**src/rtl/fetch_unit_if.sv**
```systemverilog
// Bundles the I-cache request port and the issue-stage port of the fetch unit.
// master = fetch unit side, slave = I-cache / issue side.
interface fetch_unit_if;
  // Handshakes:
  // - I-cache: icache_read is a request that stays high, with icache_address
  //   unchanged, until the cycle in which icache_resp strobes for one cycle.
  //   icache_rdata is only meaningful in that cycle.
  // - Issue: instr_is_new acts as valid and ~stall acts as ready. The head is
  //   consumed in every cycle where both are high.
  logic        icache_read;
  logic [15:0] icache_address;
  logic        icache_resp;
  logic [15:0] icache_rdata;
  logic [15:0] instr;
  logic [15:0] curr_pc;
  logic        instr_is_new;
  logic        stall;
  logic        pcmux_sel;
  logic [15:0] br_pc;
  logic        flush;
  logic [15:0] flush_pc;

  modport master (
    output icache_read, icache_address, instr, curr_pc, instr_is_new,
    input  icache_resp, icache_rdata, stall, pcmux_sel, br_pc, flush, flush_pc
  );

  modport slave (
    input  icache_read, icache_address, instr, curr_pc, instr_is_new,
    output icache_resp, icache_rdata, stall, pcmux_sel, br_pc, flush, flush_pc
  );
endinterface

```
**src/rtl/fetch_unit.sv**
```systemverilog
// Instruction fetch stage: fetch PC, single-outstanding I-cache request and a
// small FIFO of {instr, pc+2} entries presented to the issue stage.
module fetch_unit #(
  parameter int          DEPTH    = 4,
  parameter logic [15:0] RESET_PC = 16'h0000
) (
  input  logic         clk,
  input  logic         reset_n,
  fetch_unit_if.master bus,
  output logic [1:0]   dbg_state
);

  localparam int PW = $clog2(DEPTH);
  localparam int CW = PW + 1;
  localparam logic [CW-1:0] DEPTH_C = CW'(DEPTH);

  typedef enum logic [1:0] {
    ST_IDLE  = 2'd0,
    ST_FETCH = 2'd1,
    ST_DRAIN = 2'd2
  } state_e;

  state_e          state_q, state_d;
  logic [15:0]     fetch_pc_q, fetch_pc_d;
  logic [15:0]     stale_addr_q, stale_addr_d;
  logic [PW-1:0]   head_q, head_d;
  logic [PW-1:0]   tail_q, tail_d;
  logic [CW-1:0]   count_q, count_d;
  logic [15:0]     q_instr_q [DEPTH];
  logic [15:0]     q_instr_d [DEPTH];
  logic [15:0]     q_pc_q    [DEPTH];
  logic [15:0]     q_pc_d    [DEPTH];

  logic            req;
  logic [15:0]     req_addr;
  logic            not_empty;
  logic            deq;
  logic            redir;
  logic            kill;
  logic            enq;
  logic [15:0]     pc_plus2;

  // Request outputs depend only on state, count, fetch_pc and stale_addr.
  always_comb begin
    req      = 1'b0;
    req_addr = fetch_pc_q;
    case (state_q)
      ST_FETCH: req = (count_q < DEPTH_C);
      ST_DRAIN: begin
        req      = 1'b1;
        req_addr = stale_addr_q;
      end
      default: req = 1'b0;
    endcase
  end

  assign bus.icache_read    = req;
  assign bus.icache_address = req_addr;

  assign not_empty = (count_q != '0);
  assign deq       = not_empty & ~bus.stall;
  assign redir     = deq & bus.pcmux_sel;
  assign kill      = bus.flush | redir;
  assign enq       = (state_q == ST_FETCH) & req & bus.icache_resp & ~kill;
  assign pc_plus2  = fetch_pc_q + 16'd2;

  assign bus.instr_is_new = not_empty;
  assign bus.instr        = not_empty ? q_instr_q[head_q] : 16'h0000;
  assign bus.curr_pc      = not_empty ? q_pc_q[head_q]    : 16'h0000;
  assign dbg_state        = state_q;

  // Control next-state: a kill with a request in flight must wait out the
  // stale response in DRAIN so it is never mistaken for the new stream.
  always_comb begin
    state_d      = state_q;
    stale_addr_d = stale_addr_q;
    fetch_pc_d   = fetch_pc_q;
    case (state_q)
      ST_IDLE: state_d = ST_FETCH;
      ST_FETCH: begin
        if (kill && req && !bus.icache_resp) begin
          state_d      = ST_DRAIN;
          stale_addr_d = fetch_pc_q;
        end
      end
      ST_DRAIN: begin
        if (bus.icache_resp) state_d = ST_FETCH;
      end
      default: state_d = ST_IDLE;
    endcase

    if (bus.flush)  fetch_pc_d = bus.flush_pc;
    else if (redir) fetch_pc_d = bus.br_pc;
    else if (enq)   fetch_pc_d = pc_plus2;
  end

  // Queue next-state.
  always_comb begin
    head_d    = head_q;
    tail_d    = tail_q;
    count_d   = count_q;
    q_instr_d = q_instr_q;
    q_pc_d    = q_pc_q;
    if (kill) begin
      head_d  = '0;
      tail_d  = '0;
      count_d = '0;
    end else begin
      if (enq) begin
        q_instr_d[tail_q] = bus.icache_rdata;
        q_pc_d[tail_q]    = pc_plus2;
        tail_d            = tail_q + PW'(1);
      end
      if (deq) head_d = head_q + PW'(1);
      count_d = count_q + CW'(enq) - CW'(deq);
    end
  end

  always_ff @(posedge clk or negedge reset_n) begin
    if (!reset_n) begin
      state_q      <= ST_IDLE;
      fetch_pc_q   <= RESET_PC;
      stale_addr_q <= RESET_PC;
      head_q       <= '0;
      tail_q       <= '0;
      count_q      <= '0;
      for (int i = 0; i < DEPTH; i++) begin
        q_instr_q[i] <= '0;
        q_pc_q[i]    <= '0;
      end
    end else begin
      state_q      <= state_d;
      fetch_pc_q   <= fetch_pc_d;
      stale_addr_q <= stale_addr_d;
      head_q       <= head_d;
      tail_q       <= tail_d;
      count_q      <= count_d;
      q_instr_q    <= q_instr_d;
      q_pc_q       <= q_pc_d;
    end
  end

endmodule

```
**src/flat_wrapper.sv**
```systemverilog
// flat-port wrapper written by rule: the top's interface ports become plain ports
module fetch_unit_flat 
#(
  parameter int          DEPTH    = 4,
  parameter logic [15:0] RESET_PC = 16'h0000
)
  (clk, reset_n, dbg_state, bus_icache_read, bus_icache_address, bus_instr, bus_curr_pc, bus_instr_is_new, bus_icache_resp, bus_icache_rdata, bus_stall, bus_pcmux_sel, bus_br_pc, bus_flush, bus_flush_pc);
  fetch_unit_if bus_i ();
  input  logic clk;
  input  logic reset_n;
  output logic [1:0] dbg_state;
  output wire logic [$bits(bus_i.icache_read)-1:0] bus_icache_read;
  output wire logic [$bits(bus_i.icache_address)-1:0] bus_icache_address;
  output wire logic [$bits(bus_i.instr)-1:0] bus_instr;
  output wire logic [$bits(bus_i.curr_pc)-1:0] bus_curr_pc;
  output wire logic [$bits(bus_i.instr_is_new)-1:0] bus_instr_is_new;
  input wire logic [$bits(bus_i.icache_resp)-1:0] bus_icache_resp;
  input wire logic [$bits(bus_i.icache_rdata)-1:0] bus_icache_rdata;
  input wire logic [$bits(bus_i.stall)-1:0] bus_stall;
  input wire logic [$bits(bus_i.pcmux_sel)-1:0] bus_pcmux_sel;
  input wire logic [$bits(bus_i.br_pc)-1:0] bus_br_pc;
  input wire logic [$bits(bus_i.flush)-1:0] bus_flush;
  input wire logic [$bits(bus_i.flush_pc)-1:0] bus_flush_pc;
  assign bus_icache_read = bus_i.icache_read;
  assign bus_icache_address = bus_i.icache_address;
  assign bus_instr = bus_i.instr;
  assign bus_curr_pc = bus_i.curr_pc;
  assign bus_instr_is_new = bus_i.instr_is_new;
  assign bus_i.icache_resp = bus_icache_resp;
  assign bus_i.icache_rdata = bus_icache_rdata;
  assign bus_i.stall = bus_stall;
  assign bus_i.pcmux_sel = bus_pcmux_sel;
  assign bus_i.br_pc = bus_br_pc;
  assign bus_i.flush = bus_flush;
  assign bus_i.flush_pc = bus_flush_pc;
  fetch_unit #(.DEPTH(DEPTH), .RESET_PC(RESET_PC)) u_core (.clk(clk), .reset_n(reset_n), .bus(bus_i), .dbg_state(dbg_state));
endmodule
```
**config.mk**
```make
export PLATFORM = sky130hd
export DESIGN_NAME = fetch_unit_flat
export DESIGN_NICKNAME = d
export VERILOG_FILES = /design/src/rtl/fetch_unit_if.sv /design/src/rtl/fetch_unit.sv /design/src/flat_wrapper.sv
export SDC_FILE = /design/constraint.sdc
export NUM_CORES = 1
export LEC_CHECK = 0
export BUFFER_PORTS_ARGS = -buffer_cell sky130_fd_sc_hd__buf_2
export CORE_MARGIN = 2
export CORE_UTILIZATION = 35
export DETAILED_ROUTE_END_ITERATION = 16
export HOLD_SLACK_MARGIN = 0.02
export PLACE_DENSITY = 0.6
export SLEW_MARGIN = 5
export SYNTH_ARGS = -nofsm -noshare
export SYNTH_HDL_FRONTEND = slang
export SYNTH_SLANG_ARGS = --single-unit
```
**constraint.sdc**
```tcl
create_clock -name clk -period 3.5 [get_ports clk]
set_clock_uncertainty 0.2 [all_clocks]
set_input_delay 0.525 -clock clk [delete_from_list [all_inputs] [get_ports clk]]
set_output_delay 0.525 -clock clk [all_outputs]
set_load 0.02 [all_outputs]
```
==> flow_metrics.py, run 1 <==
metrics = {
    "route": {
        "drcViolationCount": 0,
        "routed_wl_mm": 19.34,
        "dr.pass1.iters": 4,
        "drt-initial-drc-count": 307,
        "viasPerCell": 4.943,
        "postRouteAntennaNets": 0,
        "routedWlPerCell_um": 17.51,
        "vias": 5462,
    },
    "worst_setup_path": {
        "critPathMaxStageDelay_ps": 740,
        "path_cells": "buf_4 > mux4_2 > and2_1 > buf_2",
        "crit_arrival_ps": 2290,
        "path_max_fanout": 16,
        "critical_path.top_delay_family": "flip-flops",
        "cp-end-kind": "output port",
        "path_buf_inv": 2,
        "crit_slowest_cell": "dfrtp_2",
        "cp.required_ps": 2770,
        "critPathKind": "reg -> out",
        "startpoint_type": "flip-flop",
    },
    "logic_synthesis": {
        "seq_area_frac_synth_pct": 50.34,
        "synth_area_leaders": "dfrtp_1 (50%), mux2_2 (9.8%), mux4_2 (8.6%)",
        "synth_edf_count": 0,
        "yosys_warnings": 0,
        "syn_area_um2": 8402,
        "async_flop_share_pct": 100.0,
        "yosysUniqueCellTypes": 54,
        "syn-instance-count": 672,
        "synthXorXnorAreaFrac_pct": 2.189,
        "synth_nets": 739,
        "synth_compound_gate_area_share_pct": 6.508,
        "synth_top_area_share_pct": 50.34,
        "ys.flop_type": "dfrtp_1",
        "synth_top_family_by_area": "multiplexers",
        "syn_area_per_cell_um2": 12.50,
        "synth_seq_cells": 169,
        "synth.largest_area_cell": "dfrtp_1",
        "synth-simple-area-share_pct": 10.75,
        "synth_adder_area_share_pct": 2.025,
        "synth.mux.area_fraction_pct": 23.90,
    },
    "timing": {
        "slew_viol_final": 0,
        "tns_ps": 0,
        "fin_crit_ps": 3015,
        "hold_viol": 0,
        "slew_headroom_pct": 51.50,
        "worst_pin_slew_ps": 727.4,
        "fmax_ghz": 0.3317,
        "holdWs_ps": 108.0,
        "post-route-period-util_pct": 86.14,
        "rsz0062_at_grt": "false",
        "finalSetupViolCount": 0,
        "worst_slack_ps": 485.1,
    },
    "place": {
        "dp_slack_ps": 692.5,
        "place_hpwl_mm": 13.32,
        "dp_cells": 1071,
        "place.gp.congestion": 0.7790,
        "port-buffer-count": 105,
    },
    "power": {
        "ir_drop_mv": 0.3640,
        "leakage_nw": 4.542,
        "total_power_mw": 7.663,
        "power.density_nw_per_um2": 777.1,
    },
    "floorplan": {
        "die_h_um": 158.9,
        "initial_core_util_pct": 35.69,
        "die_area_um2": 25260,
        "dieWidth_um": 158.9,
        "core_area_um2": 23540,
        "rows": 56,
        "io_pins": 106,
    },
    "global_routing": {
        "grt_max_degree": 74,
        "first_global_vias": 5683,
        "grt_pass1_wl_mm": 31.60,
        "grt_util_all_layers_pct": 15.88,
        "antenna_found_initial": 1,
        "grt_overflow": 0,
    },
    "cells_and_area": {
        "drive_gt1_share_pct": 37.96,
        "final_cells": 1105,
        "syn2layout_area_growth_pct": 17.36,
        "final_nets": 839,
    },
    "clock_tree": {
        "cts_made_buffers": 17,
        "cts_root_buffer": "clkbuf_16",
        "htreeDepth": 4,
        "insertion_delay_ps": 430,
        "cts.sinks": 169,
        "cts_tree": "yes",
        "clk_pin_slew_ps": 70,
        "cts_buffer_depth": 2,
    },
    "outcome": {
        "status": "completed",
    },
    "worst_hold_path": {
        "hp-class": "in -> reg",
    },
    "job": {
        "cap_violations": 0,
    },
}
sequential cells by signal, summed over array words and instances, names as in the netlist:
register and count:
u_core.count_q 3, u_core.tail_q 2, u_core.head_q 2, u_core.stale_addr_q 16
u_core.dbg_state 2, u_core.q_instr_q 64, u_core.q_pc_q 64, u_core.fetch_pc_q 16
what timing repair did:
item	4_1_cts	5_1_grt
gates resized for setup	0	0
hold buffers	1	0
buffers inserted	0	0
endpoints found under the hold margin	68	0
where the power goes:
part | switching (mW) | leakage [nW] | internal (mW) | total [mW]
clock network | 0.807 | 0.308 | 1.22 | 2.03
registers | 0.392 | 2.22 | 2.41 | 2.80
logic | 1.52 | 2.02 | 1.32 | 2.83
total | 2.72 | 4.54 | 4.95 | 7.66
tightest hold or removal path: stages:
cell	delay (ps)
buf_2	80
nand2_1	40
o21ai_0	60
per-stage QoR:
step | cell area, um2 | utilization (%)
2_1_floorplan | 8402 | -
3_3_place_gp | 9213 | 39.13
3_5_place_dp | 9213 | 39.13
4_1_cts | 9858 | 41.87
5_1_grt | 9858 | 41.87
6_report | 9861 | 41.88
final timing paths:
kind / start / end / slack [ps] / cells after the start
worst max-delay path: u_core.head_q[0]$_DFFE_PN0P_ / bus_instr[13] / 490 / 4
worst min-delay path: bus_flush_pc[0] / u_core.fetch_pc_q[0]$_DFFE_PN0P_ / 110 / 3
worst max register to register: u_core.count_q[1]$_DFF_PN0_ / u_core.q_pc_q[46]$_DFFE_PN0P_ / 730 / 7
worst min register to register: u_core.stale_addr_q[6]$_DFFE_PN0P_ / u_core.stale_addr_q[6]$_DFFE_PN0P_ / 280 / 1
max in group asynchronous: reset_n / u_core.q_pc_q[42]$_DFFE_PN0P_ / 1800 / 3
min in group asynchronous: reset_n / u_core.q_instr_q[23]$_DFFE_PN0P_ / 490 / 2
Yosys cell counts (2+ instances only):
master and instances:
o221ai_1 3, mux4_2 32, mux2_1 12, o31ai_1 2, clkbuf_2 2, o2bb2ai_1 3, buf_4 8, xor2_1 9
or4_1 2, xnor2_1 12, dfrtp_1 169, nand2b_1 2, buf_2 8, nand4_1 3, nand3_1 6, a22oi_1 3
nor2b_1 2, o21ai_0 8, buf_6 12, a21oi_1 62, and4_1 2, inv_1 13, clkbuf_1 14, and2_1 33
nand4_2 2, ha_1 12, mux2_2 73, and3_1 6, a31oi_1 3, o211ai_1 4, a221oi_1 2, mux2i_1 3
nor2_1 79, nor3_1 2, nand2_1 26, mux2_4 20
logic make-up (layout without fill, tap and decap cells):
group           after synthesis  in the layout
other cells                   0              1
buf+inv                      60            173
xor+xnor                     21             21
flops                       169            169
simple gates                175            175
compound gates               94             94
mux                         140            140
fa+ha+maj                    13             13
cell usage in the layout, fill, tap and decap left out, drive strengths merged, types with 6 or more instances in the layout:
cell type / instances
and2: 33
buf: 125
ha: 12
o21ai: 8
mux4: 32
xnor2: 12
nand4: 6
and3: 6
nand2: 26
nand3: 6
mux2: 105
clkinv: 7
clkbuf: 18
inv: 16
dfrtp: 169
nor2: 80
xor2: 9
a21oi: 63
final cells by class:
| type | count | area [um2] |
|---|---|---|
| antenna | 1 | 2.502 |
| inverter | 15 | 58.81 |
| sequential | 169 | 4230 |
| clock buffer | 18 | 439.2 |
| clock inverter | 14 | 196.4 |
| fill | 2259 | 13680 |
| multi-input combinational | 443 | 3817 |
| tap | 319 | 399.1 |
| timing repair buffer | 126 | 716.9 |
layer usage:
metal,track usage (%),wire length [um],share of wire (%)
met1,22.25,9191,48
met2,25.07,9116,47
met3,2.475,765,4.0
met4,5.950,271,1.4
met5,0,0,0
No activity file was read; power rests on OpenSTA's default activity.
==> run 2: changes to the inputs <==
--- a/config.mk
+++ b/config.mk
@@ -11,6 +11,7 @@
 export DETAILED_ROUTE_END_ITERATION = 16
 export HOLD_SLACK_MARGIN = 0.02
 export PLACE_DENSITY = 0.6
+export REMOVE_ABC_BUFFERS = 1
 export SLEW_MARGIN = 5
 export SYNTH_ARGS = -nofsm -noshare
 export SYNTH_HDL_FRONTEND = slang
==> run 2 against run 1 <==
  * Largest cell class unchanged
  * Sequential power about the same
  * Design area up 0.53%
  * Maximum frequency up 2.0%
  * Via count increased by 1.1%
  * Count of clock-buffer cells in the layout is the same
  * Largest power group unchanged
  * Clock power up 7%
==> flow_metrics.py, run 2 (synthesized netlist as in run 1, its figures left out) <==
metrics = {
    "clock_tree": {
        "cts_made_buffers": 17,
        "insertion_delay_ps": 430,
        "htreeDepth": 4,
        "holdBufCountCts": 1,
        "ctsResizeCount": 0,
        "cts_root_buffer": "clkbuf_16",
        "cts_post_setup_buffers_inserted": 0,
        "cts_buffer_depth": 2,
        "cts_tree": "yes",
        "cts.sinks": 169,
        "clk_pin_slew_ps": 70,
    },
    "place": {
        "port-buffer-count": 105,
        "place_hpwl_mm": 12.80,
        "placed_area_um2": 9220,
        "place.gp.congestion": 0.7886,
        "dp_cells": 1067,
        "dp_slack_ps": 671.1,
    },
    "timing": {
        "rsz0062_at_grt": "false",
        "holdWs_ps": 99.53,
        "fin_crit_ps": 2957,
        "hold_viol": 0,
        "post-route-period-util_pct": 84.49,
        "worst_slack_ps": 542.8,
        "slew_viol_final": 0,
        "slew_headroom_pct": 57.50,
        "finalSetupViolCount": 0,
        "worst_pin_slew_ps": 632.9,
        "tns_ps": 0,
        "fmax_ghz": 0.3382,
    },
    "route": {
        "dr.pass1.iters": 4,
        "postRouteAntennaNets": 0,
        "drcViolationCount": 0,
        "vias": 5522,
        "routedWlPerCell_um": 17.80,
        "routed_wl_mm": 19.58,
        "drt-initial-drc-count": 305,
        "viasPerCell": 5.020,
    },
    "cells_and_area": {
        "final_core_util_pct": 42.11,
        "fin_area_um2": 9913,
        "reg_top3": "u_core.q_instr_q x64, u_core.q_pc_q x64",
        "final_cells": 1100,
        "layout_commonest_cell": "dfrtp_1",
        "final_nets": 835,
        "drive_gt1_share_pct": 37.64,
        "final_cell_mix": "dfrtp_1 (168), buf_2 (104), nor2_1 (79), mux2_2 (73), a21oi_1 (62)",
        "diodes": 0,
        "syn2layout_area_growth_pct": 17.99,
    },
    "worst_setup_path": {
        "path_buf_inv": 2,
        "startpoint_type": "flip-flop",
        "cp-end-kind": "output port",
        "critPathMaxStageDelay_ps": 610,
        "path_cells": "buf_12 > mux4_2 > and2_1 > buf_2",
        "crit_arrival_ps": 2230,
        "critical_path.top_delay_family": "flip-flops",
        "crit_slowest_cell": "dfrtp_2",
        "path_max_fanout": 24,
        "cp.required_ps": 2770,
        "critPathKind": "reg -> out",
    },
    "power": {
        "clkPwrFrac_pct": 27.9,
        "ir_drop_mv": 0.4016,
        "p_sw_mw": 2.735,
        "switching_share_pct": 34.97,
        "pwr-share-comb_pct": 36.6,
        "power.density_nw_per_um2": 789.0,
        "leakage_nw": 4.539,
        "total_power_mw": 7.821,
        "intPower_mw": 5.086,
        "power_frac_seq_pct": 35.6,
    },
    "global_routing": {
        "first_global_vias": 5624,
        "grt_util_all_layers_pct": 15.88,
        "grt_max_degree": 65,
        "grt_overflow": 0,
        "antenna_found_initial": 0,
        "grt_pass1_wl_mm": 32.00,
    },
    "worst_hold_path": {
        "hp-class": "in -> reg",
    },
    "job": {
        "cap_violations": 0,
    },
    "floorplan": {
        "initial_core_util_pct": 35.69,
        "die_h_um": 158.9,
        "io_pins": 106,
        "die_area_um2": 25260,
        "rows": 56,
        "core_area_um2": 23540,
        "dieWidth_um": 158.9,
    },
    "outcome": {
        "status": "completed",
    },
}
## run 2: cell types whose count changed in the layout (fill, tap and decap cells not counted)
cell	change
buf_4	-7
diode_2	-1
bufinv_16	+2
inv_6	+1
inv_8	-1
clkinv_2	-3
buf_12	+3
clkinvlp_4	+3
clkinv_4	-2
## run 2: layer usage
metal	global-route usage [%]	share of wire [%]
met3	4.038	5.4
met4	2.727	0.42
met2	24.37	46
met1	23.14	48
met5	0	0
## run 2: power by group through the flow
stage	Clock (mW)	Combinational (mW)	Sequential, mW
after floorplan	0	1.97	2.76
after global placement	0	2.87	2.79
after detailed placement	0	2.91	2.82
after CTS	2.22	2.92	2.78
after global routing	2.31	3.14	2.85
final	2.18	2.86	2.78
## run 2: path summary, 6_finish.rpt
kind                       slack, ps                              from                               end  depth (start not counted)
max                              540      u_core.head_q[0]$_DFFE_PN0P_                    bus_curr_pc[2]                          4
min                              100                   bus_flush_pc[1]  u_core.fetch_pc_q[1]$_DFFE_PN0P_                          3
max reg2reg                      700       u_core.count_q[1]$_DFF_PN0_       u_core.count_q[2]$_DFF_PN0_                         11
min reg2reg                      280  u_core.q_instr_q[25]$_DFFE_PN0P_  u_core.q_instr_q[25]$_DFFE_PN0P_                          1
max in group asynchronous       1920                           reset_n   u_core.q_instr_q[0]$_DFFE_PN0P_                          3
min in group asynchronous        400                           reset_n   u_core.q_instr_q[1]$_DFFE_PN0P_                          2
## run 2: worst min-delay path, stage by stage
cell and delay, ps:
buf_2 80, nand2_1 40, o31ai_1 50
## run 2: layout make-up
cell class	count	area [um2]
clock inverter	14	244.0
sequential	169	4230
multi-input combinational	443	3817
timing repair buffer	122	724.4
clock buffer	18	439.2
inverter	15	58.81
tap	319	399.1
fill	2252	13630
==> run 3: changes to the inputs <==
==> constraint.sdc (replaced) <==
create_clock -name clk -period 2.95 [get_ports clk]
set_clock_uncertainty 0.2 [all_clocks]
set_input_delay 0.4425 -clock clk [delete_from_list [all_inputs] [get_ports clk]]
set_output_delay 0.4425 -clock clk [all_outputs]
set_load 0.02 [all_outputs]
==> run 3 against run 2 <==
  * Register-to-register slack got worse by 300 ps
  * Hold slack worse by 68 ps
  * Non-clock buffer count increased by 8
  * Cell count rose by 0.73%
  * Setup slack got worse by 410 ps
  * Power is 14% higher
  * Sequential cell count unchanged
  * Sequential share of layout area about the same
  * Highest routed layer unchanged
  * Routed wire length shrank 3.0%
  * Design area barely moved
==> flow_metrics.py, run 3 (synthesized netlist as in run 1, its figures left out) <==
metrics = {
    "outcome": {
        "status": "completed",
    },
    "power": {
        "switching_share_pct": 36.61,
        "leakage_nw": 4.552,
        "power.density_nw_per_um2": 901.6,
        "pwr-share-comb_pct": 38.2,
        "clkPwrFrac_pct": 25.0,
        "p_sw_mw": 3.274,
        "intPower_mw": 5.668,
        "ir_drop_mv": 0.4341,
        "power_frac_seq_pct": 36.8,
    },
    "route": {
        "drt-initial-drc-count": 336,
        "routed_wl_mm": 18.99,
        "postRouteAntennaNets": 0,
        "vias": 5497,
        "viasPerCell": 4.961,
        "routedWlPerCell_um": 17.14,
        "dr.pass1.iters": 5,
        "drcViolationCount": 0,
    },
    "clock_tree": {
        "cts_root_buffer": "clkbuf_16",
        "cts_post_setup_buffers_inserted": 0,
        "cts.sinks": 169,
        "insertion_delay_ps": 440,
        "htreeDepth": 4,
        "cts_buffer_depth": 2,
        "cts_made_buffers": 17,
        "cts_tree": "yes",
        "clk_pin_slew_ps": 70,
    },
    "floorplan": {
        "initial_core_util_pct": 35.69,
        "io_pins": 106,
        "die_h_um": 158.9,
        "rows": 56,
        "dieWidth_um": 158.9,
        "die_area_um2": 25260,
        "core_area_um2": 23540,
    },
    "worst_setup_path": {
        "crit_arrival_ps": 2180,
        "startpoint_type": "flip-flop",
        "cp-end-kind": "output port",
        "cp.required_ps": 2310,
        "path_max_fanout": 13,
        "critPathKind": "reg -> out",
    },
    "timing": {
        "fin_crit_ps": 2822,
        "finalSetupViolCount": 0,
        "worst_slack_ps": 128.1,
        "fmax_ghz": 0.3544,
        "holdWs_ps": 31.39,
        "worst_pin_slew_ps": 554.5,
        "rsz0062_at_grt": "false",
        "post-route-period-util_pct": 95.66,
        "slew_viol_final": 0,
        "hold_viol": 0,
        "slew_headroom_pct": 62.77,
    },
    "cells_and_area": {
        "syn2layout_area_growth_pct": 18.03,
        "layout_commonest_cell": "dfrtp_1",
        "diodes": 0,
        "final_cell_mix": "dfrtp_1 (168), buf_2 (104), nor2_1 (79), mux2_2 (73), a21oi_1 (62)",
        "final_nets": 843,
        "drive_gt1_share_pct": 38.02,
        "reg_top3": "u_core.q_instr_q x64, u_core.q_pc_q x64",
    },
    "place": {
        "dp_slack_ps": 401.3,
        "place_hpwl_mm": 12.83,
        "port-buffer-count": 105,
        "place.gp.congestion": 0.7868,
    },
    "global_routing": {
        "grt_max_degree": 64,
        "grt_overflow": 0,
        "first_global_vias": 5767,
        "antenna_found_initial": 0,
        "grt_util_all_layers_pct": 15.60,
        "grt_pass1_wl_mm": 31.42,
    },
    "job": {
        "cap_violations": 0,
    },
    "worst_hold_path": {
        "hp-class": "in -> reg",
    },
}
run 3: cell count changes in the layout (fill, tap and decap cells not counted), sizes merged, moves of 2 or more:
cell	before	now
dlygate4sd3	1	3
buf	121	127
inv	16	23
clkinvlp	5	3
bufinv	6	1
run 3: metal layers:
| layer | part of all wire (%) | track usage (%) | up-vias |
|---|---|---|---|
| met5 | 0 | 0 | - |
| met4 | 0.68 | 3.926 | 0 |
| met3 | 4.5 | 3.464 | 7 |
| met2 | 45 | 23.46 | 146 |
| met1 | 50 | 22.95 | 2755 |
| li1 | - | - | 2589 |
run 3: final timing paths:
| path | start | endpoint | cells after the start | slack [ps] |
|---|---|---|---|---|
| worst max-delay path | u_core.head_q[0]$_DFFE_PN0P_ | bus_curr_pc[1] | 4 | 130 |
| worst min-delay path | bus_flush_pc[1] | u_core.fetch_pc_q[1]$_DFFE_PN0P_ | 3 | 30 |
| worst max register to register | u_core.dbg_state[0]$_DFFE_PN0P_ | u_core.q_instr_q[29]$_DFFE_PN0P_ | 8 | 400 |
| min in group asynchronous | reset_n | u_core.q_instr_q[62]$_DFFE_PN0P_ | 2 | 320 |
| worst min register to register | u_core.stale_addr_q[10]$_DFFE_PN0P_ | u_core.stale_addr_q[10]$_DFFE_PN0P_ | 1 | 280 |
| max in group asynchronous | reset_n | u_core.stale_addr_q[2]$_DFFE_PN0P_ | 3 | 1520 |
run 3: critical path, stage by stage, from the launching register on:
cell	delay (ps)
dfrtp_2	630
buf_12	230
mux4_2	530
and2_1	180
buf_2	150
run 3: cell type report:
cell class / instances / area (um2)
sequential: 169 / 4230
clock buffer: 17 / 425.4
inverter: 15 / 58.81
clock inverter: 15 / 158.9
multi-input combinational: 443 / 3817
fill: 2252 / 13630
tap: 319 / 399.1
timing repair buffer: 130 / 827.0
run 3: power groups by stage:
stage                     logic [mW]  registers [mW]  clock network, mW
after floorplan                 2.33            3.28                  0
after global placement          3.44            3.31                  0
after detailed placement        3.47            3.34                  0
after CTS                       3.48            3.30               2.29
after global routing            3.73            3.38               2.40
final                           3.41            3.29               2.24
run 3: repair_timing:
item	4_1_cts	5_1_grt
hold buffers	3	0
gates resized for setup	0	0
endpoints found under the hold margin	49	0
run 3: per-stage QoR:
step | cells | utilization, % | setup TNS (ps) | instance area [um2] | power (mW)
after detailed placement | 1073 | 39.51 | 0 | 9303 | 6.805
after global routing | 1108 | 42.12 | 0 | 9917 | 9.505
final | 1108 | 42.12 | 0 | 9917 | 8.941
after global placement | 1073 | 39.51 | 0 | 9303 | 6.759
after CTS | 1108 | 42.12 | 0 | 9917 | 9.068
after floorplan | 627 | - | -47200 | 8100 | 5.614
